## src/rtl/lc3_memaccess_pkg.sv

```systemverilog
// Shared op/state encodings and decode helpers for the LC3 MemAccess scheduler.
package lc3_memaccess_pkg;

    typedef enum logic [2:0] {
        OpLd  = 3'd0,
        OpLdr = 3'd1,
        OpLdi = 3'd2,
        OpSt  = 3'd3,
        OpStr = 3'd4,
        OpSti = 3'd5
    } mem_op_t;

    localparam logic [1:0] MEM_STATE_IND_RD = 2'b00;
    localparam logic [1:0] MEM_STATE_RD     = 2'b01;
    localparam logic [1:0] MEM_STATE_WR     = 2'b10;
    localparam logic [1:0] MEM_STATE_IDLE   = 2'b11;

    typedef enum logic [1:0] {
        StIndRd = 2'b00,
        StRd    = 2'b01,
        StWr    = 2'b10,
        StIdle  = 2'b11
    } sched_state_t;

    // Unknown bits never match a case item, so X ops decode as illegal.
    function automatic logic is_legal_op(input logic [2:0] op);
        case (op)
            OpLd, OpLdr, OpLdi, OpSt, OpStr, OpSti: return 1'b1;
            default:                                return 1'b0;
        endcase
    endfunction

    function automatic logic is_indirect(input logic [2:0] op);
        return (op == OpLdi) || (op == OpSti);
    endfunction

    function automatic logic is_store(input logic [2:0] op);
        return (op == OpSt) || (op == OpStr) || (op == OpSti);
    endfunction

    function automatic logic [1:0] mem_state_code(input sched_state_t st);
        case (st)
            StIndRd: return MEM_STATE_IND_RD;
            StRd:    return MEM_STATE_RD;
            StWr:    return MEM_STATE_WR;
            default: return MEM_STATE_IDLE;
        endcase
    endfunction

endpackage

```

## src/rtl/lc3_memaccess_sched_if.sv

```systemverilog
// Data-memory req/ack bus; the scheduler is master, the memory is slave.
interface lc3_memaccess_sched_if #(
    parameter int unsigned ADDR_W = 16,
    parameter int unsigned DATA_W = 16
);
    logic              req;
    logic              we;
    logic [ADDR_W-1:0] addr;
    logic [DATA_W-1:0] din;
    logic [DATA_W-1:0] dout;
    logic              ack;

    modport master (output req, we, addr, din, input dout, ack);
    modport slave  (input req, we, addr, din, output dout, ack);
endinterface

```

## src/rtl/lc3_mem_watchdog.sv

```systemverilog
// Per-access wait counter; flags expiry after TIMEOUT_CYCLES un-acked request cycles.
module lc3_mem_watchdog #(
    parameter int unsigned TIMEOUT_CYCLES = 64
) (
    input  logic clk_i,
    input  logic rst_i,
    input  logic req_i,
    input  logic ack_i,
    output logic expired_o
);
    localparam int unsigned CntW = $clog2(TIMEOUT_CYCLES + 1);

    logic [CntW-1:0] cnt_q, cnt_d;

    // Idle or acked cycles restart the count, so each access gets a full budget.
    always_comb begin
        cnt_d = '0;
        if (req_i && !ack_i) begin
            cnt_d = cnt_q + 1'b1;
        end
    end

    always_ff @(posedge clk_i or posedge rst_i) begin
        if (rst_i) begin
            cnt_q <= '0;
        end else begin
            cnt_q <= cnt_d;
        end
    end

    assign expired_o = req_i && !ack_i && (cnt_q == CntW'(TIMEOUT_CYCLES - 1));
endmodule

```

## src/rtl/lc3_memaccess_sched.sv

```systemverilog
// LC3 MemAccess scheduler: runs one LD/LDR/LDI/ST/STR/STI as one or two dmem transactions.
// Define LC3_MEMACCESS_TIMEOUT_EN to abort requests that wait TIMEOUT_CYCLES without ack.
module lc3_memaccess_sched
    import lc3_memaccess_pkg::*;
#(
    parameter int unsigned ADDR_W         = 16,
    parameter int unsigned DATA_W         = 16,
    parameter int unsigned TIMEOUT_CYCLES = 64
) (
    input  logic                  clk_i,
    input  logic                  rst_i,
    input  logic                  start_i,
    input  logic [2:0]            op_i,
    input  logic [ADDR_W-1:0]     ea_i,
    input  logic [DATA_W-1:0]     st_data_i,
    lc3_memaccess_sched_if.master dmem_io,
    output logic                  busy_o,
    output logic                  done_o,
    output logic                  err_o,
    output logic [DATA_W-1:0]     memout_o,
    output logic [1:0]            mem_state_o
);
    sched_state_t      state_q, state_d;
    mem_op_t           op_q, op_d;
    logic              req_q, req_d, we_q, we_d, busy_q, busy_d;
    logic              done_q, done_d, err_q, err_d;
    logic [ADDR_W-1:0] addr_q, addr_d;
    logic [DATA_W-1:0] din_q, din_d, memout_q, memout_d;
    logic [1:0]        mem_state_q;
    logic              ack;
    logic              expired;

    assign ack = dmem_io.ack;

`ifdef LC3_MEMACCESS_TIMEOUT_EN
    lc3_mem_watchdog #(
        .TIMEOUT_CYCLES(TIMEOUT_CYCLES)
    ) u_watchdog (
        .clk_i    (clk_i),
        .rst_i    (rst_i),
        .req_i    (req_q),
        .ack_i    (ack),
        .expired_o(expired)
    );
`else
    logic unused_timeout;
    assign unused_timeout = ^TIMEOUT_CYCLES;
    assign expired        = 1'b0;
`endif

    always_comb begin
        state_d  = state_q;
        op_d     = op_q;
        req_d    = req_q;
        we_d     = we_q;
        busy_d   = busy_q;
        addr_d   = addr_q;
        din_d    = din_q;
        memout_d = memout_q;
        done_d   = 1'b0;
        err_d    = 1'b0;
        unique case (state_q)
            StIdle: begin
                if (start_i && is_legal_op(op_i)) begin
                    op_d   = mem_op_t'(op_i);
                    addr_d = ea_i;
                    din_d  = st_data_i;
                    req_d  = 1'b1;
                    busy_d = 1'b1;
                    if (is_indirect(op_i)) begin
                        state_d = StIndRd;
                        we_d    = 1'b0;
                    end else if (is_store(op_i)) begin
                        state_d = StWr;
                        we_d    = 1'b1;
                    end else begin
                        state_d = StRd;
                        we_d    = 1'b0;
                    end
                end
            end
            StIndRd: begin
                // Pointer fetched: req stays high, only addr/we change for the second access.
                if (ack) begin
                    addr_d = ADDR_W'(dmem_io.dout);
                    if (op_q == OpSti) begin
                        state_d = StWr;
                        we_d    = 1'b1;
                    end else begin
                        state_d = StRd;
                        we_d    = 1'b0;
                    end
                end
            end
            StRd, StWr: begin
                if (ack) begin
                    if (state_q == StRd) begin
                        memout_d = dmem_io.dout;
                    end
                    state_d = StIdle;
                    req_d   = 1'b0;
                    we_d    = 1'b0;
                    busy_d  = 1'b0;
                    done_d  = 1'b1;
                end
            end
            default: ;
        endcase
        if (expired && (state_q != StIdle)) begin
            state_d = StIdle;
            req_d   = 1'b0;
            we_d    = 1'b0;
            busy_d  = 1'b0;
            done_d  = 1'b1;
            err_d   = 1'b1;
        end
    end

    always_ff @(posedge clk_i or posedge rst_i) begin
        if (rst_i) begin
            state_q     <= StIdle;
            op_q        <= OpLd;
            req_q       <= 1'b0;
            we_q        <= 1'b0;
            busy_q      <= 1'b0;
            done_q      <= 1'b0;
            err_q       <= 1'b0;
            addr_q      <= '0;
            din_q       <= '0;
            memout_q    <= '0;
            mem_state_q <= MEM_STATE_IDLE;
        end else begin
            state_q     <= state_d;
            op_q        <= op_d;
            req_q       <= req_d;
            we_q        <= we_d;
            busy_q      <= busy_d;
            done_q      <= done_d;
            err_q       <= err_d;
            addr_q      <= addr_d;
            din_q       <= din_d;
            memout_q    <= memout_d;
            mem_state_q <= mem_state_code(state_d);
        end
    end

    assign dmem_io.req  = req_q;
    assign dmem_io.we   = we_q;
    assign dmem_io.addr = addr_q;
    assign dmem_io.din  = din_q;
    assign busy_o       = busy_q;
    assign done_o       = done_q;
    assign err_o        = err_q;
    assign memout_o     = memout_q;
    assign mem_state_o  = mem_state_q;
endmodule

```

## src/flat_wrapper.sv

```systemverilog
// flat-port wrapper written by rule: the top's interface ports become plain ports
module lc3_memaccess_sched_flat import lc3_memaccess_pkg::*;
#(
    parameter int unsigned ADDR_W         = 16,
    parameter int unsigned DATA_W         = 16,
    parameter int unsigned TIMEOUT_CYCLES = 64
)
  (clk_i, rst_i, start_i, op_i, ea_i, st_data_i, busy_o, done_o, err_o, memout_o, mem_state_o, dmem_io_req, dmem_io_we, dmem_io_addr, dmem_io_din, dmem_io_dout, dmem_io_ack);
  lc3_memaccess_sched_if #(.ADDR_W(ADDR_W), .DATA_W(DATA_W)) dmem_io_i ();
  input  logic clk_i;
  input  logic rst_i;
  input  logic start_i;
  input  logic [2:0] op_i;
  input  logic [ADDR_W-1:0] ea_i;
  input  logic [DATA_W-1:0] st_data_i;
  output logic busy_o;
  output logic done_o;
  output logic err_o;
  output logic [DATA_W-1:0] memout_o;
  output logic [1:0] mem_state_o;
  output wire logic [$bits(dmem_io_i.req)-1:0] dmem_io_req;
  output wire logic [$bits(dmem_io_i.we)-1:0] dmem_io_we;
  output wire logic [$bits(dmem_io_i.addr)-1:0] dmem_io_addr;
  output wire logic [$bits(dmem_io_i.din)-1:0] dmem_io_din;
  input wire logic [$bits(dmem_io_i.dout)-1:0] dmem_io_dout;
  input wire logic [$bits(dmem_io_i.ack)-1:0] dmem_io_ack;
  assign dmem_io_req = dmem_io_i.req;
  assign dmem_io_we = dmem_io_i.we;
  assign dmem_io_addr = dmem_io_i.addr;
  assign dmem_io_din = dmem_io_i.din;
  assign dmem_io_i.dout = dmem_io_dout;
  assign dmem_io_i.ack = dmem_io_ack;
  lc3_memaccess_sched #(.ADDR_W(ADDR_W), .DATA_W(DATA_W), .TIMEOUT_CYCLES(TIMEOUT_CYCLES)) u_core (.clk_i(clk_i), .rst_i(rst_i), .start_i(start_i), .op_i(op_i), .ea_i(ea_i), .st_data_i(st_data_i), .dmem_io(dmem_io_i), .busy_o(busy_o), .done_o(done_o), .err_o(err_o), .memout_o(memout_o), .mem_state_o(mem_state_o));
endmodule
```

## config.mk

```make
export PLATFORM = sky130hd
export DESIGN_NAME = lc3_memaccess_sched_flat
export DESIGN_NICKNAME = d
export VERILOG_FILES = /design/src/rtl/lc3_memaccess_pkg.sv /design/src/rtl/lc3_memaccess_sched_if.sv /design/src/rtl/lc3_mem_watchdog.sv /design/src/rtl/lc3_memaccess_sched.sv /design/src/flat_wrapper.sv
export SDC_FILE = /design/constraint.sdc
export NUM_CORES = 1
export LEC_CHECK = 0
export CAP_MARGIN = 40
export CORE_ASPECT_RATIO = 1.2
export CORE_MARGIN = 2
export CORE_UTILIZATION = 43
export DETAILED_ROUTE_END_ITERATION = 10
export MAX_ROUTING_LAYER = met4
export PLACE_DENSITY = 0.82
export REMOVE_ABC_BUFFERS = 1
export SYNTH_ARGS = -nofsm -noshare
export SYNTH_HDL_FRONTEND = slang
export SYNTH_SLANG_ARGS = --single-unit
```

## constraint.sdc

```tcl
create_clock -name clk_i -period 2.5 [get_ports clk_i]
set_input_delay 0.375 -clock clk_i [delete_from_list [all_inputs] [get_ports clk_i]]
set_output_delay 0.375 -clock clk_i [all_outputs]
set_load 0.05 [all_outputs]
```

Word-level counts from Yosys, hierarchy flattened
Index checks and enable logic that the tools add are counted. Widths: inputs -> output; s select.

Bits in registers: 58. Input port bits: 55. Output and inout port bits: 55. Word-level logic and storage cells: 63.

Eq/ne operators: 14. Multiplexer cells: 24. Reductions and logical operators: 16.

Operator list (count): $mux 16 (2); $pmux 16 s2 (1); $mux 2 (6); $pmux 2 s3 (2); $reduce_and 3->1 (4); $mux 1 (11); $eq 3x3->1 const B (3); $eq 2x2->1 const B (3); $eq 3x2->1 const B (2); $reduce_or 6->1 (1); $eq 2x1->1 const B (2); $logic_not 2->1 (2); $ne 2x2->1 const B (2); $reduce_bool 2->1 (2); $eq 3x1->1 const B (1); $logic_not 3->1 (1); $logic_or 1x1->1 (3); $pmux 1 s3 (1); $ne 2x1->1 const B (1); $pmux 1 s2 (1); $reduce_and 2->1 (1); $reduce_or 2->1 (1); $logic_and 1x1->1 (1).

Logic depth before layout (Yosys ltp)
Gate-level depths: netlist of run 1.

Word-level depth: 9. Gate-level depth with buffers: 7.

Worst setup path before layout of run 1
No wires, ideal clock.

Path kind: flip-flop to flip-flop. Start: reg, netlist name u_core.mem_state_o[1]. End: reg u_core.memout_q[0], in the netlist u_core.memout_o[0]. Library setup time: 0.125 ns. Data arrival time: 1.861 ns. Data required time: 2.375 ns. Setup slack: 0.514 ns. Cell stages (with the launch flop): 7. Path buffers: 1. Clock period less this slack: 1.986 ns. Path through: dfstp_2 inv_1 ha_1 and2_1 nand2_1 buf_2 mux2_2.

RTL lines: end signal, assigned (RTL line lc3_memaccess_sched.sv:142) `memout_q <= memout_d;`; end, declared (RTL line lc3_memaccess_sched.sv:28) `logic [DATA_W-1:0] din_q, din_d, memout_q, memout_d;`.

Worst setup path after layout of run 1
Start: reg u_core.mem_state_q[1], in the netlist u_core.mem_state_o[1]. End: out mem_state_o[1].

RTL lines: start, declared (RTL line lc3_memaccess_sched.sv:29) `logic [1:0] mem_state_q;`; start signal, assigned (RTL line lc3_memaccess_sched.sv:143) `mem_state_q <= mem_state_code(state_d);`; end, declared (RTL line flat_wrapper.sv:20) `output logic [1:0] mem_state_o;`.

No word-level cell between the ends.

==> summary.txt, run 1 <==
Outcome
  – Status: completed

Setup path
  – Slowest-stage cell, CP: sky130_fd_sc_hd__clkdlybuf4s50_1
  – Capturing point of the worst reg2reg path: u_core.memout_o[13]
  – CP startpoint kind: register
  – Critical Path RT: 2.12 ns
  – Type of element capturing the critical path: output port
  – Largest fanout of any net on the critical path: 5
  – Slowest stage delay, CP: between 0.8 and 0.9 ns
  – Launch point of the worst reg-to-reg path: u_core.mem_state_o[1]
  – Cell family with the largest share of critical-path delay: buffers and inverters
  – R2r setup slk: 0.50 ns
  – Number of cells on the worst reg-to-reg path: 6
  – CP Data Arrival Time: around 1.7 ns
  – CP Buf/Inv Count: 1
  – CP Cell Sequence: clkdlybuf4s50_1
  – Path type of the worst setup path: register to output port

Global routing
  – Antenna violations before repair: 0
  – Maximum number of pins on one net before global-route repair: 36
  – First-pass GRT wire length: 9.121 mm
  – Number of global-route vias before repair: 1866
  – Overflow after GRT: 0
  – Tot GR Track Use: 19.28%

Place
  – Routability Congestion: approximately 0.76
  – Detailed Place HPWL: between 4 and 5 mm
  – PortBufs: 108
  – Post-placement setup slack: 0.3004 ns

Hold path
  – Path class of the lowest-slack min-delay path: primary input to asynchronous set/reset pin

Logic synthesis
  – Sequential cell area fraction in the yosys report: a little over half
  – Netlist area before placement: 2621 um2
  – Post-synthesis cell count: 176
  – Avg Inst Size Synth: 14.89 um2
  – Yosys cell types: 34
  – FF+latch count, synth: 57
  – Most used flip-flop cell after synthesis: sky130_fd_sc_hd__dfrtp_1
  – Post-synth EDFFs: 0
  – Proportion of synthesized flip-flops having asynchronous set or reset: between 90% and 100%
  – Synth Warn #: 0

Floorplan
  – Total I/O pin count: 110
  – Height of the chip: 89.53 um
  – Num rows: 31
  – Placeable Area: around 6000 um2
  – Die Span X: 75.28 um
  – Floorplan die area: 6739 um2
  – Starting Density: 43.88%

Clock tree
  – Number of instances resized during post-cts repair: 0
  – Maximum clock insertion buffer count: 2
  – Clock latency at the later pin of the worst-skew pair: 0.33 ns
  – Clock tree from TritonCTS: done
  – Post-CTS setup repair buffer count: 0
  – H-tree lvl count: 3
  – Root buffer selected by CTS: sky130_fd_sc_hd__clkbuf_8
  – Reg clk slew, reported paths: 0.07 ns
  – Clock tree sinks: 57
  – Hold buffer count at cts: 0
  – Total clock buffers created by CTS: 9

Route
  – Total via count after detailed routing: 1855
  – Per-cell via count in the routed design: roughly 4.9
  – Total wirelength of the detailed-routed design: 6.003 mm
  – Avg WL per Cell: between 15 and 20 um
  – Detailed-routing iteration count for the pre-antenna-repair pass: 4
  – Count of antenna-violating nets left after detailed routing: 0
  – Drc violations: 0
  – Number of DRC violations after detailed-routing iteration 0: 75

Layout
  – Area occupied by multi-input gates: 1082 um2
  – Number of fill cells: between 400 and 500
  – Total area of sequential cells: around 1400 um2
  – Area added between synthesis and finish: 52.55%
  – Util after Layout: approximately two thirds
  – Ratio of cells with drive above 1 in the final layout: around a third
  – Antenna Diode Count: 0
  – Final net count: between 300 and 400

Power and ir drop
  – Leakage power summed over all cells: 1.675 nW
  – Worst voltage drop across the vdd grid: 0.8206 mV
  – PwrDens: 1651 nW/um2

Timing
  – Finish-stage setup viols: 0
  – Final Hold Viols: 0
  – Post-route fraction of the period consumed by the critical path: 83.26%
  – Slew at the pin closest to its max-slew limit: between 0.5 and 0.6 ns
  – Final Skew: ~0.0082 ns
  – Highest clock rate: approximately 480 MHz
  – Final critical-path required period: 2.082 ns
  – Unrepaired setup endpoints after global routing: false
  – Tightest slew margin relative to the limit: 63.48%
  – Worst Setup Slack, final: about 0.42 ns
  – Final slew viol count: 0

Flow run
  – Max-capacitance violation count: 0
## how the worst max path moves through the flow
| stage | startpoint | to | slack (ns) | cells after the start |
|---|---|---|---|---|
| after global placement | op_i[1] | u_core.dmem_io.addr[10] | 0.35 | 5 |
| after CTS | u_core.mem_state_o[1] | mem_state_o[1] | 0.40 | 1 |
| after floorplan | u_core.mem_state_o[1] | u_core.dmem_io.addr[10] | -0.21 | 5 |
| after detailed placement | op_i[1] | u_core.dmem_io.addr[11] | 0.30 | 5 |
| final | u_core.mem_state_o[1] | mem_state_o[1] | 0.42 | 1 |
| after global routing | u_core.mem_state_o[1] | mem_state_o[1] | 0.37 | 1 |
## registers in the layout, indices dropped and copies added, names as in the netlist
signal	flops
u_core.dmem_io.addr	16
u_core.dmem_io.din	16
u_core.memout_o	16
u_core.op_q	3
u_core.mem_state_o	2
u_core.busy_o	1
u_core.dmem_io.we	1
u_core.done_o	1
u_core.state_q	1
## power breakdown
| group | internal, mW | total, mW | switching (mW) |
|---|---|---|---|
| registers | 1.42 | 1.68 | 0.258 |
| clock network | 0.560 | 0.937 | 0.377 |
| logic | 1.65 | 3.99 | 2.34 |
| total | 3.63 | 6.60 | 2.97 |
## metal layers
metal,track usage (%),vias to the layer above,share of wire (%)
met3,3.495,14,3.0
met5,-,-,0
met1,21.28,935,39
li1,-,855,-
met4,11.16,0,3.0
met2,32.30,51,55
## layout make-up
type,instances,area share [%]
multi-input cells,103,27.07
clock inverters,7,2.347
repair buffers,113,28.60
clock buffers,9,3.098
well taps,82,2.566
inverters,6,0.5632
flip-flops and latches,57,35.76
## synthesized netlist by cell type, types with 3 or more instances
library cell / number / area share [%]
sky130_fd_sc_hd__dfrtp_1: 54 / 52
sky130_fd_sc_hd__buf_4: 4 / 1.1
sky130_fd_sc_hd__mux2_4: 10 / 5.7
sky130_fd_sc_hd__inv_1: 6 / 0.86
sky130_fd_sc_hd__o22ai_1: 4 / 0.95
sky130_fd_sc_hd__mux2_2: 56 / 24
sky130_fd_sc_hd__nor2_1: 4 / 0.57
sky130_fd_sc_hd__ha_1: 4 / 1.9
sky130_fd_sc_hd__dfstp_2: 3 / 3.0
sky130_fd_sc_hd__nand2_1: 3 / 0.43
## cell families (layout without fill, tap and decap cells)
| family | after synthesis | after routing | share of synthesized area, % |
|---|---|---|---|
| AO/OA/AOI/OAI | 16 | 16 | 5.537 |
| flip-flops | 57 | 57 | 54.56 |
| other | 1 | 1 | 0.1431 |
| AND/OR/NAND/NOR | 14 | 14 | 3.151 |
| buffers and inverters | 16 | 135 | 4.153 |
| adder cells (fa/ha/maj) | 4 | 4 | 1.909 |
| multiplexers | 68 | 68 | 30.55 |
## placed cells by master (no fill, tap or decap), types with 2 or more instances in the layout
cell type / instances
sky130_fd_sc_hd__clkdlybuf4s50_1: 108
sky130_fd_sc_hd__mux2_2: 56
sky130_fd_sc_hd__dfrtp_1: 54
sky130_fd_sc_hd__mux2_4: 10
sky130_fd_sc_hd__clkbuf_8: 9
sky130_fd_sc_hd__inv_1: 5
sky130_fd_sc_hd__nor2_1: 4
sky130_fd_sc_hd__o22ai_1: 4
sky130_fd_sc_hd__ha_1: 4
sky130_fd_sc_hd__nand2_1: 3
sky130_fd_sc_hd__buf_4: 3
sky130_fd_sc_hd__dfstp_2: 3
sky130_fd_sc_hd__mux2i_1: 2
sky130_fd_sc_hd__nand4b_1: 2
sky130_fd_sc_hd__clkinv_2: 2
sky130_fd_sc_hd__bufinv_16: 2
sky130_fd_sc_hd__clkinvlp_4: 2
sky130_fd_sc_hd__buf_12: 2
## stage by stage
stage               std cells  TNS, ns  cell area [um2]  hold WS [ns]  power, mW
finish                    377        0             3999        0.3977      6.603
detailed placement        361        0             3781        0.4924      5.705
CTS                       377        0             3999        0.4045      6.661
floorplan                 166   -2.842             2535        0.4882      4.380
global route              377        0             3999        0.4535      6.889
global placement          361        0             3781        0.4870      5.636
(Power assumes the default switching activity.)
==> inputs of run 2 (changes only) <==
==> constraint.sdc (replaced) <==
create_clock -name clk_i -period 2.2 [get_ports clk_i]
set_input_delay 0.33 -clock clk_i [delete_from_list [all_inputs] [get_ports clk_i]]
set_output_delay 0.33 -clock clk_i [all_outputs]
set_load 0.05 [all_outputs]
==> summary.txt, run 2 (same netlist as run 1, synthesis figures left out) <==
Setup path
  – Critical path depth in cells: 1 (unchanged)
  – Number of cells on the worst reg-to-reg path: 6 (unchanged)
  – R2r setup slk: 0.25 ns (was 0.50 ns)
  – Source of the critical timing path: u_core.mem_state_o[1] (unchanged)
  – Setup crit end: mem_state_o[1] (unchanged)
  – Slowest-stage cell, CP: sky130_fd_sc_hd__clkdlybuf4s50_1 (unchanged)
  – Critical Path RT: 1.87 ns (was 2.12 ns)
  – CP Cell Sequence: clkdlybuf4s50_1 (unchanged)
  – CP Data Arrival Time: 1.69 ns (was 1.71 ns)
  – Cell family with the largest share of critical-path delay: buffers and inverters (unchanged)
  – CP startpoint kind: register (unchanged)
  – Type of element capturing the critical path: output port (unchanged)
  – Slowest stage delay, CP: 0.81 ns (about the same)
  – Capturing point of the worst reg2reg path: u_core.dmem_io.addr[11] (was u_core.memout_o[13])
  – Largest fanout of any net on the critical path: 5 (unchanged)
  – CP Buf/Inv Count: 1 (unchanged)
  – Path type of the worst setup path: register to output port (unchanged)
  – Launch point of the worst reg-to-reg path: u_core.mem_state_o[1] (unchanged)

Global routing
  – Number of global-route vias before repair: 1821 (was 1866)
  – Tot GR Track Use: 18.81% (was 19.28%)
  – Overflow after GRT: 0 (unchanged)
  – Antenna violations before repair: 0 (unchanged)
  – First-pass GRT wire length: 8.990 mm (was 9.121 mm)
  – Maximum number of pins on one net before global-route repair: 36 (unchanged)

Layout
  – Area added between synthesis and finish: 53.03% (was 52.55%)
  – Number of fill cells: 453 (was 462)
  – Antenna Diode Count: 0 (unchanged)
  – Ratio of cells with drive above 1 in the final layout: 32.66% (was 32.54%)
  – Final net count: 352 (was 349)
  – Highest-count cells in the layout ignoring fill and taps: sky130_fd_sc_hd__clkdlybuf4s50_1, sky130_fd_sc_hd__mux2_2, sky130_fd_sc_hd__dfrtp_1 (unchanged)
  – Most common cell after layout, fill and taps aside: sky130_fd_sc_hd__clkdlybuf4s50_1 (unchanged)
  – Non-filler cells, final: 379 (was 377)

Route
  – Detailed-routing iteration count for the pre-antenna-repair pass: 4 (unchanged)
  – Per-cell via count in the routed design: 4.810 (was 4.920)
  – Count of antenna-violating nets left after detailed routing: 0 (unchanged)
  – Total via count after detailed routing: 1823 (was 1855)
  – Drc violations: 0 (unchanged)
  – Number of DRC violations after detailed-routing iteration 0: 99 (was 75)
  – Total wirelength of the detailed-routed design: 5.839 mm (was 6.003 mm)
  – Avg WL per Cell: 15.41 um (was 15.92 um)

Hold path
  – Path class of the lowest-slack min-delay path: primary input to asynchronous set/reset pin (unchanged)

Timing
  – Final slew viol count: 0 (unchanged)
  – Tightest slew margin relative to the limit: 64.26% (was 63.48%)
  – Final critical-path required period: 2.020 ns
  – Post-route fraction of the period consumed by the critical path: 91.83%
  – Final Skew: 0.005031 ns (was 0.008159 ns)
  – Setup TNS after final layout: 0 ns (unchanged)
  – Final Hold Viols: 0 (unchanged)
  – Slew at the pin closest to its max-slew limit: 0.5345 ns (was 0.5462 ns)
  – Highest clock rate: 495.0 MHz
  – Finish-stage setup viols: 0 (unchanged)
  – Unrepaired setup endpoints after global routing: false (unchanged)
  – Worst Setup Slack, final: 0.1797 ns (was 0.4184 ns)

Flow run
  – Max-capacitance violation count: 0 (unchanged)

Floorplan
  – Placeable Area: 5973 um2 (unchanged)
  – Total I/O pin count: 110 (unchanged)
  – Starting Density: 43.88% (unchanged)
  – Floorplan die area: 6739 um2 (unchanged)
  – Die Span X: 75.28 um (unchanged)
  – Height of the chip: 89.53 um (unchanged)
  – Num rows: 31 (unchanged)

Power and ir drop
  – Leakage power summed over all cells: 1.693 nW (was 1.675 nW)
  – Worst voltage drop across the vdd grid: 0.9283 mV (was 0.8206 mV)
  – Total power draw: 7.405 mW (was 6.603 mW)
  – PwrDens: 1846 nW/um2 (was 1651 nW/um2)

Clock tree
  – Total clock buffers created by CTS: 9 (unchanged)
  – Root buffer selected by CTS: sky130_fd_sc_hd__clkbuf_8 (unchanged)
  – H-tree lvl count: 3 (unchanged)
  – Maximum clock insertion buffer count: 2 (unchanged)
  – Post-CTS setup repair buffer count: 0 (unchanged)
  – Clock tree sinks: 57 (unchanged)
  – Number of instances resized during post-cts repair: 0 (unchanged)
  – Clock tree from TritonCTS: done (unchanged)
  – Reg clk slew, reported paths: 0.07 ns (about the same)
  – Hold buffer count at cts: 0 (unchanged)
  – Clock latency at the later pin of the worst-skew pair: 0.33 ns (about the same)

Place
  – Post-placement setup slack: 0.1060 ns (was 0.3004 ns)
  – Post-placement cell count: 364 (was 361)
  – Routability Congestion: 0.8020 (was 0.7567)
  – Detailed Place HPWL: 4.313 mm (was 4.415 mm)
  – PortBufs: 108 (unchanged)

Outcome
  – Status: completed (unchanged)
run 2: changes by cell type in the layout (fill, tap and decap cells not counted):
| cell | change |
|---|---|
| sky130_fd_sc_hd__bufinv_16 | -1 |
| sky130_fd_sc_hd__clkbuf_1 | +1 |
| sky130_fd_sc_hd__buf_4 | +2 |
| sky130_fd_sc_hd__clkbuf_8 | +2 |
| sky130_fd_sc_hd__buf_12 | +1 |
| sky130_fd_sc_hd__inv_6 | -1 |
| sky130_fd_sc_hd__clkinvlp_4 | -2 |
run 2: report_power, final:
group | total, mW | internal, mW | switching [mW]
Clock | 0.966 | 0.575 | 0.391
Combinational | 4.53 | 1.90 | 2.64
Sequential | 1.91 | 1.61 | 0.293
run 2: metrics by stage:
step	util [%]	area (um2)	hold slack [ns]
floorplan	-	2535	0.4779
global placement	63.89	3816	0.4866
detailed placement	63.89	3816	0.4924
CTS	67.16	4011	0.3613
global route	67.16	4011	0.3973
finish	67.16	4011	0.3581
run 2: layout make-up:
cell class	instances	area (um2)	share of cell area, %
Sequential cell	57	1430	35.65
Timing Repair Buffer	116	1179	29.38
Multi-Input combinational cell	103	1082	26.98
Clock buffer	12	155.1	3.868
Tap cell	82	102.6	2.558
Clock inverter	3	40.04	0.9981
Inverter	6	22.52	0.5614
run 2: layer usage:
layer / GRT usage (%) / vias up / wire length [um]
li1: - / 864 / -
met1: 23.25 / 896 / 2377
met2: 29.43 / 51 / 3103
met3: 3.157 / 12 / 206
met4: 9.888 / 0 / 152
met5: - / - / 0
run 2: how the worst min path moves through the flow:
stage | startpoint | end | slack (ns) | cells after the start
6_report | rst_i | u_core.dmem_io.din[7] | 0.36 | 2
5_1_grt | rst_i | u_core.dmem_io.din[11] | 0.40 | 2
4_1_cts | rst_i | u_core.dmem_io.din[7] | 0.36 | 2
3_5_place_dp | u_core.memout_o[2] | u_core.memout_o[2] | 0.49 | 1
3_3_place_gp | u_core.memout_o[2] | u_core.memout_o[2] | 0.49 | 1
2_1_floorplan | op_i[1] | u_core.op_q[1] | 0.48 | 1
